File: config.mk
export PLATFORM = sky130hd
export DESIGN_NAME = riscv_irq_arbiter
export DESIGN_NICKNAME = d
export VERILOG_FILES = /design/src/rtl/riscv_irq_arbiter_pkg.sv /design/src/rtl/riscv_irq_prio_enc.sv /design/src/rtl/riscv_irq_arbiter.sv
export SDC_FILE = /design/constraint.sdc
export NUM_CORES = 1
export LEC_CHECK = 0
export BUFFER_PORTS_ARGS = -buffer_cell sky130_fd_sc_hd__buf_2
export CORE_ASPECT_RATIO = 0.9
export CORE_MARGIN = 5
export CORE_UTILIZATION = 23
export DETAILED_ROUTE_END_ITERATION = 12
export GPL_ROUTABILITY_DRIVEN = 1
export MAX_ROUTING_LAYER = met4
export PLACE_DENSITY = 0.59
export SETUP_SLACK_MARGIN = 0.15
export SYNTH_ARGS = -nofsm -noshare
export SYNTH_HDL_FRONTEND = slang
export SYNTH_SLANG_ARGS = --single-unit
File: constraint.sdc
create_clock -name clk -period 4.6 [get_ports clk]
set_clock_uncertainty 0.15 [all_clocks]
set_input_delay 0 -clock clk [delete_from_list [all_inputs] [get_ports clk]]
set_output_delay 0 -clock clk [all_outputs]
set_load 0.05 [all_outputs]
File: src/rtl/riscv_irq_arbiter_pkg.sv
// Shared interrupt definitions: line packing, cause IDs and arbiter FSM states.
package riscv_defines;

    localparam int unsigned IRQ_NUM_FAST  = 15;
    localparam int unsigned IRQ_NUM_LINES = IRQ_NUM_FAST + 3;

    localparam logic [4:0] IRQ_ID_SW        = 5'd3;
    localparam logic [4:0] IRQ_ID_TIMER     = 5'd7;
    localparam logic [4:0] IRQ_ID_EXT       = 5'd11;
    localparam logic [4:0] IRQ_ID_FAST_BASE = 5'd16;

    // Bit order matches mie/mip: software is the MSB, fast[0] the LSB.
    typedef struct packed {
        logic                    software;
        logic                    timer;
        logic                    external;
        logic [IRQ_NUM_FAST-1:0] fast;
    } Interrupts_t;

    typedef enum logic [1:0] {
        IRQ_IDLE,
        IRQ_REQ,
        IRQ_DONE
    } irq_arb_state_e;

endpackage

File: src/rtl/riscv_irq_prio_enc.sv
// Combinational 18-to-5 priority encoder mapping pending lines to a cause ID.
module riscv_irq_prio_enc
    import riscv_defines::*;
(
    input  logic [IRQ_NUM_LINES-1:0] pend,
    output logic                     valid,
    output logic [4:0]               id
);

    Interrupts_t p;

    assign p     = Interrupts_t'(pend);
    assign valid = |pend;

    // Assigned lowest priority first so later hits override earlier ones.
    always_comb begin
        id = '0;
        if (p.timer)    id = IRQ_ID_TIMER;
        if (p.software) id = IRQ_ID_SW;
        if (p.external) id = IRQ_ID_EXT;
        for (int unsigned k = 0; k < IRQ_NUM_FAST; k++) begin
            if (p.fast[k]) id = IRQ_ID_FAST_BASE + 5'(k);
        end
    end

endmodule

File: src/rtl/riscv_irq_arbiter.sv
// Registers the level interrupt lines, selects the highest-priority enabled one
// and holds a frozen request towards the controller until ack or kill.
module riscv_irq_arbiter
    import riscv_defines::*;
#(
    parameter bit          SYNC_IRQ = 1'b0,
    parameter int unsigned NUM_FAST = 15
) (
    input  logic                     clk,
    input  logic                     rst_n,
    input  logic                     irq_software_i,
    input  logic                     irq_timer_i,
    input  logic                     irq_external_i,
    input  logic [14:0]              irq_fast_i,
    input  logic [IRQ_NUM_LINES-1:0] mie_i,
    input  logic                     m_ie_i,
    input  logic                     ctrl_ack_i,
    input  logic                     ctrl_kill_i,
    output logic [IRQ_NUM_LINES-1:0] mip_o,
    output logic                     irq_req_o,
    output logic [4:0]               irq_id_o,
    output logic                     irq_busy_o
);

    if (NUM_FAST != IRQ_NUM_FAST) begin : g_bad_num_fast
        $error("riscv_irq_arbiter: NUM_FAST must equal IRQ_NUM_FAST");
    end

    Interrupts_t                raw;
    logic [IRQ_NUM_LINES-1:0]   line_in;
    logic [IRQ_NUM_LINES-1:0]   mip_q;
    logic                       sel_valid;
    logic [4:0]                 sel_id;
    logic                       any_pend;
    irq_arb_state_e             state_q, state_d;
    logic [4:0]                 id_q, id_d;

    assign raw = '{software: irq_software_i, timer: irq_timer_i,
                   external: irq_external_i, fast: irq_fast_i};

    if (SYNC_IRQ) begin : g_sync
        logic [IRQ_NUM_LINES-1:0] sync1_q, sync2_q;

        always_ff @(posedge clk or negedge rst_n) begin
            if (!rst_n) begin
                sync1_q <= '0;
                sync2_q <= '0;
            end else begin
                sync1_q <= raw;
                sync2_q <= sync1_q;
            end
        end

        assign line_in = sync2_q;
    end else begin : g_nosync
        assign line_in = raw;
    end

    always_ff @(posedge clk or negedge rst_n) begin
        if (!rst_n) mip_q <= '0;
        else        mip_q <= line_in;
    end

    riscv_irq_prio_enc u_prio_enc (
        .pend  (mip_q & mie_i),
        .valid (sel_valid),
        .id    (sel_id)
    );

    assign any_pend = m_ie_i & sel_valid;

    always_ff @(posedge clk or negedge rst_n) begin
        if (!rst_n) begin
            state_q <= IRQ_IDLE;
            id_q    <= '0;
        end else begin
            state_q <= state_d;
            id_q    <= id_d;
        end
    end

    // Enable changes during REQ are ignored; only kill withdraws the request.
    always_comb begin
        state_d = state_q;
        id_d    = id_q;
        unique case (state_q)
            IRQ_IDLE: begin
                if (any_pend) begin
                    id_d    = sel_id;
                    state_d = IRQ_REQ;
                end
            end
            IRQ_REQ: begin
                if (ctrl_ack_i)       state_d = IRQ_DONE;
                else if (ctrl_kill_i) state_d = IRQ_IDLE;
            end
            IRQ_DONE: state_d = IRQ_IDLE;
            default:  state_d = IRQ_IDLE;
        endcase
    end

    assign mip_o      = mip_q;
    assign irq_req_o  = (state_q == IRQ_REQ);
    assign irq_id_o   = id_q;
    assign irq_busy_o = (state_q != IRQ_IDLE);

endmodule

==> results.yml, run 1 <==
setup_path:
  worstPathRequired_ns: 4.60
  arrival_ns: 2.51
  path_max_fanout: 9
  worstSetupPathType: "reg2reg"
  r2r_cells: 5
  cp-start-kind: "register"
  end_kind: "register"
sta:
  rsz0062_at_grt: "no"
  tns_ns: 0
  slew_headroom: 0.620
  tightest_slew_ns: 0.570
  max_freq_mhz: 399
  fin_crit_ns: 2.51
  slew_viol_final: 0
  fin_crit_sh: 0.545
  setup_violations: 0
  hold_viol: 0
  holdWs_ns: 0.0131
placement:
  hpwlAfterDp_um: 2470
  gp_congestion: 0.817
  port_buffers: 65
pwr:
  power_density_nw_per_um2: 351
  p_leak_nw: 0.820
  irDropWorstVdd_mv: 0.106
  power_uw: 598
synthesis:
  synth_nets: 127
  ys_warn_count: 0
  syn-cell-area_um2: 1020
  synth-seq-cells: 25
  synth_cell_types: 24
  yosysSeqAreaShare: 0.615
  syn_inst: 86
  avgSynthCellArea_um2: 11.8
route:
  final_antenna_net_count: 0
  wl_per_cell_um: 13.1
  firstDrtPassIters: 4
  vias_per_cell: 4.34
  wl_um: 3150
  route.detailed.drc: 0
  vias: 1046
  drt-initial-drc-count: 32
clock_tree:
  clock_latency_ns: 0.26
  cts_sinks: 25
  cts_max_path_buffers: 2
  cts_tree: "yes"
  clkTransAtPathRegs_ns: 0.09
  htree_levels: 1
  post_cts.repair.setup_buffers: 0
  cts_made_buffers: 3
  clock-root-buffer: "clkbuf_8"
floorplan:
  dieArea_um2: 5850
  placement_rows: 23
  die_w_um: 80.1
  chipHeight_um: 73.1
  initial_core_util: 0.233
  core-area_um2: 4370
  pin_count: 66
hold_path:
  hp-class: "in2reg"
  hold_depth: 3
final_layout:
  area_delta_synth_final_pct: 67.7
  drive_above_1_share: 0.408
  num-fill-cells: 467
  nets: 221
  insertedDiodeCount: 0
  finalCoreUtilization: 0.390
global_routing:
  groute.usage.overall: 0.115
  grt_overflow: 0
  grt_pass1_wl_um: 5140
  grt_pass1_vias: 1174
  grt_max_degree: 26
  grt_antenna_before_repair: 0
status:
  status: "finished, final reports clean"
run:
  cap_violations: 0
[cell type report]
type                    instances  area (µm²)  area share
inverters                       2        7.51     0.00440
flip-flops and latches         25         626       0.367
well taps                      62        77.6      0.0455
multi-input cells              59         384       0.225
repair buffers                 89         566       0.332
clock buffers                   4        45.0      0.0264
[registers in the layout, summed over array words and instances, names as in the netlist]
name	cells
mip_o	18
irq_id_o	5
state_q	2
[Yosys cell counts (all sizes together)]
library cell | number | share of area
o22ai | 1 | 0.0062
nand2 | 14 | 0.052
and2 | 3 | 0.018
o311ai | 1 | 0.026
nand2b | 1 | 0.0062
dfrtp | 25 | 0.62
a22o | 1 | 0.0086
and3 | 1 | 0.0062
a22oi | 9 | 0.066
inv | 2 | 0.0074
nand4 | 2 | 0.012
o211ai | 1 | 0.0074
nand3 | 3 | 0.020
nor3b | 1 | 0.0074
nand4b | 1 | 0.0086
nor2 | 5 | 0.018
mux2 | 2 | 0.022
a21oi | 2 | 0.0098
o41ai | 1 | 0.0086
a222oi | 3 | 0.030
o31a | 1 | 0.0098
a32o | 1 | 0.0098
o21ai | 5 | 0.025
[logic make-up after synthesis]
group / after synthesis / synth area share
AO/OA/AOI/OAI: 26 / 0.207
buffers and inverters: 2 / 0.00738
multiplexers: 2 / 0.0221
AND/OR/NAND/NOR: 31 / 0.149
flip-flops: 25 / 0.615
[through the flow]
| step | area, µm² | instances | setup WS [ns] |
|---|---|---|---|
| final | 1710 | 241 | 2.09 |
| after global routing | 1710 | 241 | 1.89 |
| after CTS | 1710 | 241 | 2.12 |
| after detailed placement | 1420 | 213 | 2.45 |
| after global placement | 1420 | 213 | 2.48 |
| after floorplan | 1020 | 86 | 2.35 |
[path summary, 6_finish.rpt]
| kind | start | end | slack (ns) |
|---|---|---|---|
| worst min-delay path | mie_i[14] | irq_id_o[1] | 0.01 |
| worst min register to register | irq_id_o[4] | irq_id_o[4] | 0.34 |
| min in group asynchronous | rst_n | mip_o[16] | 0.11 |
| worst max-delay path | mip_o[12] | state_q[0] | 2.09 |
| worst max register to register | mip_o[12] | state_q[0] | 2.09 |
| max in group asynchronous | rst_n | mip_o[12] | 3.82 |
[worst max-delay path: stages (launching register included)]
cell	delay (ns)
dfrtp_1	0.43
a222oi_1	0.46
nand3_2	0.18
o311ai_4	0.47
o41ai_1	0.14
dlygate4sd3_1	0.58
[layer usage]
layer,global-route usage,vias up,wire [µm]
met3,0.0210,6,113
met4,0.0432,0,50
met2,0.195,34,1580
met5,-,-,0
li1,-,515,-
met1,0.137,491,1410
[layout by cell type, fill, tap and decap left out]
cell type / Yosys / final
nand4b_1: 1 / 1
a22o_1: 1 / 1
nand2_1: 14 / 14
nand3_1: 2 / 2
clkbuf_1: 0 / 1
nand2b_1: 1 / 1
buf_2: 0 / 65
nand4_1: 2 / 2
dfrtp_1: 25 / 25
clkbuf_8: 0 / 3
o22ai_1: 1 / 1
o311ai_4: 1 / 1
and2_1: 3 / 3
o31a_2: 1 / 1
dlygate4sd3_1: 0 / 24
a21oi_1: 2 / 2
a22oi_1: 9 / 9
and3_1: 1 / 1
nor2_1: 5 / 5
inv_1: 2 / 2
nor3b_1: 1 / 1
o211ai_1: 1 / 1
nand3_2: 1 / 1
o41ai_1: 1 / 1
a222oi_1: 3 / 3
mux2_2: 2 / 2
o21ai_0: 5 / 5
a32o_1: 1 / 1
[what timing repair did]
action	CTS	global route
gates resized for setup	0	0
hold buffers	24	0
hold endpoints to repair	50	0
[power breakdown]
group,leakage [nW],internal [mW],switching [mW]
Clock,0.0228,0.0619,0.0679
Combinational,0.505,0.0690,0.141
Sequential,0.292,0.243,0.0145
Note: power is estimated with default switching activity, not from simulation.
==> run 2: changes to the inputs <==
==> constraint.sdc (replaced) <==
create_clock -name clk -period 2.4 [get_ports clk]
set_clock_uncertainty 0.15 [all_clocks]
set_input_delay 0 -clock clk [delete_from_list [all_inputs] [get_ports clk]]
set_output_delay 0 -clock clk [all_outputs]
set_load 0.05 [all_outputs]
==> results.yml, run 2 (synthesis results as in run 1) <==
status:
  status: "finished, final reports clean"
floorplan:
  die_w_um: 80.1
  core-area_um2: 4370
  initial_core_util: 0.233
  dieArea_um2: 5850
  placement_rows: 23
  pin_count: 66
  chipHeight_um: 73.1
final_layout:
  stdcell_count: 241
  insertedDiodeCount: 0
  drive_above_1_share: 0.419
  final_cell_area_um2: 1700
  num-fill-cells: 458
  nets: 221
  largest_reg_flops: 18
  layout_common_cells: "buf_2 (65), dfrtp_1 (24), dlygate4sd3_1 (23)"
  area_delta_synth_final_pct: 67.5
  final_common_cell: "buf_2"
global_routing:
  grt_max_degree: 26
  grt_pass1_wl_um: 4920
  grt_antenna_before_repair: 0
  grt_pass1_vias: 1108
  groute.usage.overall: 0.111
  grt_overflow: 0
route:
  route.detailed.drc: 0
  vias: 1063
  drt-initial-drc-count: 46
  wl_um: 3060
  firstDrtPassIters: 4
  vias_per_cell: 4.41
  wl_per_cell_um: 12.7
  final_antenna_net_count: 0
pwr:
  power_density_nw_per_um2: 670
  irDropWorstVdd_mv: 0.207
  p_leak_nw: 0.818
setup_path:
  path_max_fanout: 8
  cp-start-kind: "register"
  end_kind: "register"
  worstSetupPathType: "reg2reg"
  worstPathRequired_ns: 2.40
  arrival_ns: 2.10
clock_tree:
  htree_levels: 1
  cts_made_buffers: 3
  clkTransAtPathRegs_ns: 0.08
  cts_tree: "yes"
  cts_sinks: 25
  cts_max_path_buffers: 2
  clock-root-buffer: "clkbuf_8"
  clock_latency_ns: 0.26
sta:
  slew_viol_final: 0
  tightest_slew_ns: 0.545
  slew_headroom: 0.637
  setup_violations: 0
  hold_viol: 0
  max_freq_mhz: 478
  fin_crit_sh: 0.872
  rsz0062_at_grt: "no"
  fin_crit_ns: 2.09
  tns_ns: 0
hold_path:
  hp-class: "in2reg"
placement:
  port_buffers: 65
  hpwlAfterDp_um: 2440
  placed_cell_area_um2: 1420
  gp_congestion: 0.783
  dpl.cell_count: 213
run:
  cap_violations: 0
==> run 2: cell count changes in the layout (fill, tap and decap cells not counted), sizes merged <==
cell,change
buf,+1
dlygate4sd3,-1
==> run 2: area by class of cell <==
class | instances | area [µm²] | share of cell area
repair buffers | 89 | 563 | 0.330
multi-input cells | 59 | 384 | 0.225
well taps | 62 | 77.6 | 0.0455
inverters | 2 | 7.51 | 0.00441
clock buffers | 4 | 45.0 | 0.0264
flip-flops and latches | 25 | 627 | 0.368
==> run 2: worst paths after layout <==
path,from,to,slack (ns),cells after the start
min in group asynchronous,rst_n,mip_o[0],0.10,2
worst min register to register,state_q[1],state_q[0],0.33,1
max in group asynchronous,rst_n,mip_o[12],1.61,2
worst min-delay path,mie_i[14],irq_id_o[1],0.02,3
worst max-delay path,mip_o[12],irq_id_o[2],0.31,4
worst max register to register,mip_o[12],irq_id_o[2],0.31,4
==> run 2: layer usage <==
metal	wire length, µm	global-route usage
met1	1310	0.136
met2	1500	0.182
met3	176	0.0222
met4	65	0.0413
met5	0	-
==> run 2: what timing repair did <==
| item | CTS | global route |
|---|---|---|
| endpoints found under the setup margin | 0 | 2 |
| setup buffers | 0 | 1 |
| hold buffers | 23 | 0 |
| hold endpoints to repair | 50 | 0 |
| gates resized for setup | 0 | 0 |
==> run 2: stage by stage <==
step                      hold WS (ns)   util  power [mW]  setup WS (ns)
final                           0.0219  0.390        1.14          0.306
after global routing            0.0188  0.390        1.20          0.192
after floorplan                 -0.446      -       0.757          0.188
after detailed placement        -0.125  0.325       0.877          0.238
after CTS                      0.00730  0.388        1.15          0.215
after global placement          -0.119  0.325       0.874          0.277
==> run 2: critical path: stages, from the launching register on <==
cell	delay (ns)
dfrtp_2	0.43
a222oi_1	0.45
nand3_2	0.18
o311ai_4	0.40
mux2_2	0.38
==> run 2: power breakdown <==
part,internal (mW),leakage (nW),switching [mW]
logic,0.132,0.505,0.270
registers,0.467,0.291,0.0285
clock network,0.118,0.0228,0.127
==> run 3: changes to the inputs <==
--- a/config.mk
+++ b/config.mk
@@ -5,8 +5,9 @@
 export SDC_FILE = /design/constraint.sdc
 export NUM_CORES = 1
 export LEC_CHECK = 0
+export ABC_AREA = 1
 export BUFFER_PORTS_ARGS = -buffer_cell sky130_fd_sc_hd__buf_2
-export CORE_ASPECT_RATIO = 0.9
+export CORE_ASPECT_RATIO = 1.1
 export CORE_MARGIN = 5
 export CORE_UTILIZATION = 23
 export DETAILED_ROUTE_END_ITERATION = 12
==> results.yml, run 3 <==
clock_tree:
  clock_latency_ns: 0.26
  cts_max_path_buffers: 2
  cts_tree: "yes"
  clock-root-buffer: "clkbuf_8"
  clkTransAtPathRegs_ns: 0.09
  cts_sinks: 25
  cts_made_buffers: 3
  htree_levels: 1
pwr:
  p_leak_nw: 0.939
  power_mw: 1.15
  irDropWorstVdd_mv: 0.248
  power_density_nw_per_um2: 639
setup_path:
  cp-start-kind: "register"
  worstPathRequired_ns: 2.40
  cp_slowest_cell: "dlygate4sd3_1"
  path_cells: "nand2_2 > nand2_4 > nor2_4 > nand4_4 > nor2_4 > nand4_2 > nand4_4 > o31ai_1 > dlygate4sd3_1"
  arrival_ns: 2.07
  max_stage_delay_ns: 0.56
  path_max_fanout: 5
  end_kind: "register"
  crit_family: "simple AND/OR/NAND/NOR gates"
  worstSetupPathType: "reg2reg"
  path_buf_inv: 1
global_routing:
  groute.usage.overall: 0.104
  grt_antenna_before_repair: 0
  grt_pass1_wl_um: 4710
  grt_overflow: 0
  grt_pass1_vias: 1141
  grt_max_degree: 26
floorplan:
  dieArea_um2: 5840
  core-area_um2: 4290
  placement_rows: 25
  pin_count: 66
  initial_core_util: 0.237
  chipHeight_um: 79.7
  die_w_um: 73.3
status:
  status: "finished, final reports clean"
final_layout:
  final_common_cell: "buf_2"
  drive_above_1_share: 0.459
  largest_reg_flops: 18
  layout_common_cells: "buf_2 (65), nand2_1 (38), dlygate4sd3_1 (26)"
  nets: 249
  area_delta_synth_final_pct: 76.8
  insertedDiodeCount: 0
synthesis:
  synth_area_leaders: "dfrtp_1 (62%), nand2_1 (16%), nor2_1 (3.3%), nand2_2 (3.1%), nand4_2 (2.5%)"
  synthAdderAreaFrac: 0
  synth_top_family_by_area: "simple AND/OR/NAND/NOR gates"
  synth-seq-cells: 25
  async_reset_ff_frac: 1.00
  synth_edf_count: 0
  synth_xor_xnor_area_share: 0
  yosysMostFrequentCell: "nand2_1"
  synth_cell_types: 19
  ys_warn_count: 0
  avgSynthCellArea_um2: 9.57
  synth_nets: 147
  synthMuxAreaShare: 0
  synth-simple-area-share: 0.309
  yosys.area.top_type_share: 0.617
  yosysTopAreaCell: "dfrtp_1"
  syn_inst: 106
  synth-compound-area-share: 0.0456
  synth_top_flop_cell: "dfrtp_1"
  yosysSeqAreaShare: 0.617
  netlist_top_cells_count: "nand2_1 (42), dfrtp_1 (25), nor2_1 (9)"
  syn-cell-area_um2: 1010
hold_path:
  hp-class: "in2reg"
sta:
  holdWs_ns: 0.000337
  setup_violations: 0
  fin_crit_ns: 2.07
  slew_headroom: 0.612
  hold_viol: 0
  slew_viol_final: 0
  tns_ns: 0
  tightest_slew_ns: 0.582
  max_freq_mhz: 484
  fin_crit_sh: 0.861
  rsz0062_at_grt: "no"
route:
  wl_um: 2860
  route.detailed.drc: 0
  final_antenna_net_count: 0
  wl_per_cell_um: 10.9
  vias: 1028
  vias_per_cell: 3.94
  firstDrtPassIters: 2
  drt-initial-drc-count: 12
run:
  cap_violations: 0
placement:
  port_buffers: 65
  gp_congestion: 0.693
  hpwlAfterDp_um: 2180
## run 3: logic make-up (layout without fill, tap and decap cells)
kind of cell           after synthesis  count (layout)
AND/OR/NAND/NOR                     66              66
AO/OA/AOI/OAI                        8               8
flip-flops                          25              25
buffers and inverters                7             108
## run 3: where the power goes
part | internal, mW | total, mW | switching [mW]
clock | 0.118 | 0.247 | 0.129
combinational | 0.133 | 0.410 | 0.277
sequential | 0.465 | 0.490 | 0.0251
## run 3: per-stage QoR
stage	utilization	instances	instance area, µm²	worst slack [ns]
2_1_floorplan	-	106	1010	0.594
3_3_place_gp	0.328	225	1410	0.740
3_5_place_dp	0.328	225	1410	0.747
4_1_cts	0.402	256	1720	0.178
5_1_grt	0.419	261	1790	0.235
6_report	0.419	261	1790	0.334
## run 3: timing repair
item,4_1_cts,5_1_grt
hold endpoints to repair,50,1
hold buffers,27,1
buffers inserted,0,6
setup endpoints to repair,0,2
resized for setup,0,9
## run 3: routing by layer
layer	vias up	part of all wire	GRT usage	routed length (µm)
met1	455	0.41	0.119	1180
met2	34	0.51	0.182	1450
met4	0	0.0046	0.0217	13
met5	-	0	-	0
li1	537	-	-	-
met3	2	0.074	0.0252	212
## run 3: worst reg2reg max path, delay by kind of cell (launching register included)
family | cells | cell delay (ns)
simple gates | 7 | 0.76
buf+inv | 1 | 0.56
compound gates | 1 | 0.08
flops | 1 | 0.40
## run 3: path summary, 6_finish.rpt
| path | start | end | slack, ns | cells after the start |
|---|---|---|---|---|
| setup / recovery | mip_o[5] | state_q[0] | 0.33 | 9 |
| hold / removal | mie_i[11] | irq_id_o[0] | 0.0003 | 7 |
| setup reg to reg | mip_o[5] | state_q[0] | 0.33 | 9 |
| hold reg to reg | irq_id_o[0] | irq_id_o[0] | 0.34 | 2 |
| min in group asynchronous | rst_n | mip_o[16] | 0.11 | 2 |
| max in group asynchronous | rst_n | mip_o[9] | 1.61 | 2 |
## run 3: layout make-up
cell class	instances	area (µm²)
inverters	7	28.8
fillers	433	2490
well taps	54	67.6
multi-input cells	74	397
clock buffers	4	45.0
flip-flops and latches	25	626
repair buffers	97	631
